<file path="config.mk">
export PLATFORM = sky130hd
export DESIGN_NAME = regfile_tagged
export DESIGN_NICKNAME = d
export VERILOG_FILES = /design/src/rtl/cpu_pkg.sv /design/src/rtl/regfile_rd_port.sv /design/src/rtl/regfile_tagged.sv
export SDC_FILE = /design/constraint.sdc
export NUM_CORES = 1
export LEC_CHECK = 0
export BUFFER_PORTS_ARGS = -buffer_cell sky130_fd_sc_hd__buf_2
export CAP_MARGIN = 20
export CORE_AREA = 8 8 232 323
export DETAILED_ROUTE_END_ITERATION = 10
export DIE_AREA = 0 0 240 331
export HOLD_SLACK_MARGIN = 0.06
export PLACE_DENSITY = 0.69
export SYNTH_ARGS = -nofsm -noshare
export SYNTH_HDL_FRONTEND = slang
export SYNTH_SLANG_ARGS = --single-unit
</file>
<file path="constraint.sdc">
create_clock -name clk -period 4.1 [get_ports clk]
set_input_delay 0.615 -clock clk [delete_from_list [all_inputs] [get_ports clk]]
set_output_delay 0.615 -clock clk [all_outputs]
set_load 0.05 [all_outputs]
</file>
<file path="src/rtl/cpu_pkg.sv">
`default_nettype none
// +----------------------------------------------------------------------+
// | cpu_pkg                                                              |
// | Shared widths, special register indices and status record type.    |
// | Revision: 1.0                                                        |
// +----------------------------------------------------------------------+
package cpu_pkg;

  localparam int DATA_W   = 32;
  localparam int TAG_W    = 4;
  localparam int NUM_REGS = 16;
  localparam int AW       = $clog2(NUM_REGS);

  localparam int SP_REG   = 13;
  localparam int SP_INIT  = 28;
  localparam int LINK_REG = 14;
  localparam int LINK_OFS = 8;
  localparam int PC_INIT  = 8;

  // Tag field is sized by the package TAG_W; the top keeps the same width.
  typedef struct packed {
    logic             busy;
    logic [TAG_W-1:0] tag;
  } reg_status_t;

endpackage
`default_nettype wire

</file>
<file path="src/rtl/regfile_rd_port.sv">
`default_nettype none
// +----------------------------------------------------------------------+
// | regfile_rd_port                                                      |
// | One combinational read port: address mux, zero register, CDB bypass.|
// | Revision: 1.0                                                        |
// +----------------------------------------------------------------------+
module regfile_rd_port
  import cpu_pkg::*;
#(
  parameter int NUM_REGS = cpu_pkg::NUM_REGS,
  parameter int DATA_W   = cpu_pkg::DATA_W,
  parameter int TAG_W    = cpu_pkg::TAG_W,
  parameter int ZERO_REG = 0,
  localparam int AW      = $clog2(NUM_REGS)
) (
  input  logic [AW-1:0]     rd_addr,
  input  logic [DATA_W-1:0] regs [NUM_REGS],
  input  reg_status_t       stat [NUM_REGS],
  input  logic              cdb_valid,
  input  logic [TAG_W-1:0]  cdb_tag,
  input  logic [DATA_W-1:0] cdb_data,
  output logic [DATA_W-1:0] rd_data,
  output logic              rd_busy,
  output logic [TAG_W-1:0]  rd_tag
);

  reg_status_t       w_stat;
  logic [DATA_W-1:0] w_val;

  always_comb begin
    w_stat = stat[rd_addr];
    w_val  = regs[rd_addr];
    if (ZERO_REG != 0 && rd_addr == '0) begin
      w_stat = '0;
      w_val  = '0;
    end
    rd_data = w_val;
    rd_busy = w_stat.busy;
    rd_tag  = w_stat.tag;
    // A result broadcast this cycle satisfies the pending read immediately.
    if (w_stat.busy && cdb_valid && cdb_tag == w_stat.tag) begin
      rd_data = cdb_data;
      rd_busy = 1'b0;
    end
  end

endmodule
`default_nettype wire

</file>
<file path="src/rtl/regfile_tagged.sv">
`default_nettype none
// +----------------------------------------------------------------------+
// | regfile_tagged                                                       |
// | Register file with busy/tag status, CDB writeback, rename and PC.    |
// | Revision: 1.0                                                        |
// +----------------------------------------------------------------------+
module regfile_tagged
  import cpu_pkg::*;
#(
  parameter int NUM_REGS = cpu_pkg::NUM_REGS,
  parameter int DATA_W   = cpu_pkg::DATA_W,
  parameter int TAG_W    = cpu_pkg::TAG_W,
  parameter int NRD      = 2,
  parameter int ZERO_REG = 0,
  parameter int SP_REG   = cpu_pkg::SP_REG,
  parameter int SP_INIT  = cpu_pkg::SP_INIT,
  parameter int LINK_REG = cpu_pkg::LINK_REG,
  parameter int LINK_OFS = cpu_pkg::LINK_OFS,
  parameter int PC_INIT  = cpu_pkg::PC_INIT,
  localparam int AW      = $clog2(NUM_REGS)
) (
  input  logic                  clk,
  input  logic                  Reset,
  input  logic [NRD*AW-1:0]     rd_addr,
  output logic [NRD*DATA_W-1:0] rd_data,
  output logic [NRD-1:0]        rd_busy,
  output logic [NRD*TAG_W-1:0]  rd_tag,
  input  logic                  disp_valid,
  input  logic [AW-1:0]         disp_rd,
  input  logic [TAG_W-1:0]      disp_tag,
  input  logic                  cdb_valid,
  input  logic [TAG_W-1:0]      cdb_tag,
  input  logic [DATA_W-1:0]     cdb_data,
  input  logic                  flush,
  input  logic                  pc_we,
  input  logic [DATA_W-1:0]     pc_next,
  input  logic                  link_we,
  output logic [DATA_W-1:0]     pc_out
);

  logic [DATA_W-1:0] r_regs [NUM_REGS];
  reg_status_t       r_stat [NUM_REGS];
  logic [DATA_W-1:0] r_pc;

  assign pc_out = r_pc;

  // Later assignments in the loop body override earlier ones:
  // CDB < dispatch < flush (busy only) < link.
  always_ff @(posedge clk or negedge Reset) begin
    if (!Reset) begin
      for (int i = 0; i < NUM_REGS; i++) begin
        r_regs[i] <= (i == SP_REG) ? DATA_W'(SP_INIT) : '0;
        r_stat[i] <= '0;
      end
      r_pc <= DATA_W'(PC_INIT);
    end else begin
      if (pc_we) begin
        r_pc <= pc_next;
      end
      for (int i = 0; i < NUM_REGS; i++) begin
        if (ZERO_REG == 0 || i != 0) begin
          if (cdb_valid && r_stat[i].busy && r_stat[i].tag == cdb_tag) begin
            r_regs[i]      <= cdb_data;
            r_stat[i].busy <= 1'b0;
          end
          if (disp_valid && !flush && disp_rd == AW'(i)) begin
            r_stat[i].busy <= 1'b1;
            r_stat[i].tag  <= disp_tag;
          end
          if (flush) begin
            r_stat[i].busy <= 1'b0;
          end
          if (link_we && i == LINK_REG) begin
            r_regs[i]      <= r_pc + DATA_W'(LINK_OFS);
            r_stat[i].busy <= 1'b0;
          end
        end
      end
    end
  end

  for (genvar p = 0; p < NRD; p++) begin : g_rd_port
    regfile_rd_port #(
      .NUM_REGS (NUM_REGS),
      .DATA_W   (DATA_W),
      .TAG_W    (TAG_W),
      .ZERO_REG (ZERO_REG)
    ) u_rd_port (
      .rd_addr   (rd_addr[p*AW +: AW]),
      .regs      (r_regs),
      .stat      (r_stat),
      .cdb_valid (cdb_valid),
      .cdb_tag   (cdb_tag),
      .cdb_data  (cdb_data),
      .rd_data   (rd_data[p*DATA_W +: DATA_W]),
      .rd_busy   (rd_busy[p]),
      .rd_tag    (rd_tag[p*TAG_W +: TAG_W])
    );
  end

endmodule
`default_nettype wire

</file>
==> results by stage <==
Global routing:
- The number of antenna violations at the first check in global routing came to 3.
- The first global-routing pass estimated 154000 µm of wire.
- The number of global-route vias before repair is roughly 24000.
- The total congestion overflow after global routing is 0.
- Entering global routing, the biggest net connects approximately 110 pins.
- Across every metal layer, demand over resource in global routing totals 0.258.

Floorplanning:
- The count of pins on the block boundary is 197.
- The starting density of the core is 0.495.
- The number of placement rows is between 100 and 150.
- The die area is 79400 µm².
- The area inside the core boundary is 69900 µm².
- The floorplan step set the die height to ~330 µm.
- The horizontal extent of the die is 240 µm.

Clocking:
- CTS placed an instance of clkbuf_16 at the clock tree root.
- The clock tree synthesis step divided the H-tree into 2 levels.
- The clock insertion delay at the later pin of the skew report is 640 ps.
- The clock sink count is 624.
- The TritonCTS clock tree is built.
- The number of clock buffers added by TritonCTS is 60.
- The number of buffers between clock root and the deepest sink is 3.
- After clock tree synthesis, the clock-pin slew on the worst setup and hold paths is 70 ps.

Timing:
- The clock period minus worst slack is 4070 ps.
- For the final database, setup skew stands at roughly 21 ps.
- The number of pins with negative max-slew slack in the final report is 0.
- Setup repair after global routing could not meet its margin everywhere.
- Setup violations remaining at the end of the flow were counted as 0.
- After routing, the total negative slack on setup checks comes to 0 ps.
- The final hold violation count came to 0.
- The maximum operating frequency is 0.246 GHz.
- Of the available clock period, the critical path in the final layout requires 0.993.
- At the pin with the least slew margin, the transition time is 1100 ps.
- The worst setup slack after layout is ~29 ps.
- The worst slew slack as a fraction of its limit is 0.258.

Worst hold path:
- In this run the most critical hold path is launched from pc_next[21].
- The worst hold path terminates at pc_out[21].
- The path category of the worst min-delay check is in2reg.
- The worst hold path passes through 2 cells.

Job:
- The tool flagged a number of max-cap violations equal to 0.

Yosys:
- Counting distinct cell types in the post-synthesis netlist gives 42.
- Synthesis inferred 624 register bits.
- The count of yosys warnings during synthesis is 0.
- The net count after synthesis is 2335.
- In this run the mean area of a mapped cell was 15.4 µm².
- Ranked by total cell area, the synthesized netlist is headed by dfrtp_1, mux4_2, mux2_2.
- The share of synthesized area occupied by flip-flops and latches is 0.451.
- The leading area contributor after synthesis is dfrtp_1.
- The synthesized cell area is ~35000 µm².
- The top cell type's share of synthesized area is 0.448.
- The synthesized instance count is 2243.

Final layout:
- The final cell area excluding filler cells is 39300 µm².
- Leaving out fill and tap cells, the most frequent cell in the layout is mux2_2.
- Leaving out fill and tap cells, the most frequent cells in the layout are mux2_2, dfrtp_1, mux4_2.
- The final layout contains 2470 nets.
- The share of the core filled with cells in the final layout is 0.562.
- The layout has 5527 filler cells.
- The share of cells above drive strength 1 is 0.584.
- The area growth from synthesis to layout is 13.6%.

Drt:
- The count of nets left with antenna violations once routing finished came out at 0.
- The first-iteration detailed-routing DRC count is 1816.
- The number of iterations in the first detailed-routing pass is 5.
- The average wire per cell in the routed design is 29.9 µm.
- The final layout contains routed wiring with a total length of 101000 µm.
- The final routed DRC violation total is 0.
- The routed layout has 21600 vias.
- Dividing the detail-routed via count by the number of cells gives ~6.4.

Critical path:
- The slowest stage of the critical path is the mux4_2 cell.
- The kind of end point of the critical path is an output pin.
- Setup slack on the worst reg-to-reg path comes out at approximately 1300 ps.
- The logic depth of the worst register-to-register path is 6.
- Along the worst path, the maximum fanout reaches 13.
- The worst setup path is of the reg2out kind.
- The worst register-to-register path ends at r_regs[350].
- The critical path goes through mux4_2 > mux4_2 > xnor2_2 > nand3_2 > nor3_4 > buf_4 > buf_16 > mux2_4 > buf_4.
- Data arrives at the worst endpoint at 3460 ps.
- The delay of the slowest cell on the worst path is 530 ps.
- For the worst setup path, the data required time is between 3000 and 4000 ps.
- The startpoint class of the critical path is a flip-flop.
- In this run the critical register-to-register path is launched from r_stat[52].

Placement:
- The HPWL after detailed placement is 61700 µm.
- The congestion estimate from routability-driven global placement came to 0.881.
- Input and output buffers added on the ports amount to 196.
- The post-placement setup slack is 92.0 ps.
- The area after detailed placement is 36900 µm².

Power:
- The static leakage is 18.2 nW.
- The worst-case vdd ir drop is 0.372 mV.
- In this run the power density over the cells is 394 nW/µm².

Run status:
- The run finished with clean final reports.
[per-stage QoR]
stage	power [mW]	hold slack (ps)	std cells
CTS	15.6	173	3357
global placement	9.63	499	3229
global route	16.1	189	3364
finish	15.5	206	3365
floorplan	8.84	319	2243
detailed placement	9.72	509	3229
[cell type report]
type	count	area (µm²)	share of cell area
well taps	936	1170	0.0298
inverters	13	48.8	0.00124
clock inverters	13	201	0.00512
repair buffers	291	2310	0.0587
clock buffers	98	1850	0.0470
diodes	2	5.00	0.000127
multi-input cells	1388	18100	0.461
flip-flops and latches	624	15600	0.397
[logic make-up after synthesis]
group / count (synthesis) / share of synthesized area
AOI/OAI and AO/OA: 75 / 0.0141
xor gates and xnor gates: 94 / 0.0238
adders and majority gates: 1 / 0.000361
buffers and inverters: 231 / 0.0274
DFF: 624 / 0.451
muxes: 1050 / 0.460
and+or+nand+nor: 168 / 0.0232
[synth_stat cells, drive strengths merged]
cell type,count
a31oi,2
o2111ai,2
a22oi,2
clkbuf,147
and4,2
ha,1
a32o,9
nor2b,8
nor3,25
clkinv,1
o21ai,24
and3,4
dfrtp,620
mux2,652
nand3,21
nand2b,1
a21oi,19
nand2,54
dfstp,4
nor4,2
xor2,67
o22ai,4
nor2,29
nor3b,2
mux4,356
inv,12
xnor2,27
mux2i,42
buf,71
nand4,18
a31o,5
or3,2
o211ai,4
a222oi,4
[worst max-delay path, delay by kind of cell (launching register included)]
| family | cells | cell delay, ps |
|---|---|---|
| DFF | 1 | 440 |
| buffers and inverters | 3 | 560 |
| muxes | 3 | 1320 |
| and+or+nand+nor | 2 | 330 |
| xor gates and xnor gates | 1 | 160 |
[sequential cells by signal, summed over array words and instances, names as in the netlist]
| name | count |
|---|---|
| r_regs | 512 |
| r_stat | 80 |
| pc_out | 32 |
[power breakdown]
group	internal [mW]	total (mW)	switching (mW)
Combinational	1.27	2.69	1.41
Sequential	6.60	7.03	0.425
Clock	3.37	5.80	2.43
[how the worst max path moves through the flow]
stage	startpoint	endpoint	slack [ps]	depth (start not counted)
after global placement	rd_addr[1]	rd_data[1]	120	11
after CTS	r_stat[37]	rd_data[25]	4	10
after floorplan	rd_addr[4]	rd_data[43]	280	7
final	r_stat[12]	rd_data[10]	30	9
after global routing	r_stat[47]	rd_data[33]	-50	11
after detailed placement	rd_addr[1]	rd_data[1]	90	11
[per-layer routing]
| layer | share of wire | global-route usage |
|---|---|---|
| met5 | 0.00013 | 0 |
| met4 | 0.050 | 0.117 |
| met3 | 0.059 | 0.0430 |
| met2 | 0.51 | 0.442 |
| met1 | 0.38 | 0.318 |
[what timing repair did]
item | CTS | global route
endpoints found under the hold margin | 9 | 0
cloned | 2 | 0
pin swaps | 3 | 1
hold buffers | 1 | 0
setup endpoints to repair | 32 | 62
buffers inserted | 14 | 7
gates resized for setup | 40 | 35
Power figures use the tool's default switching activity.
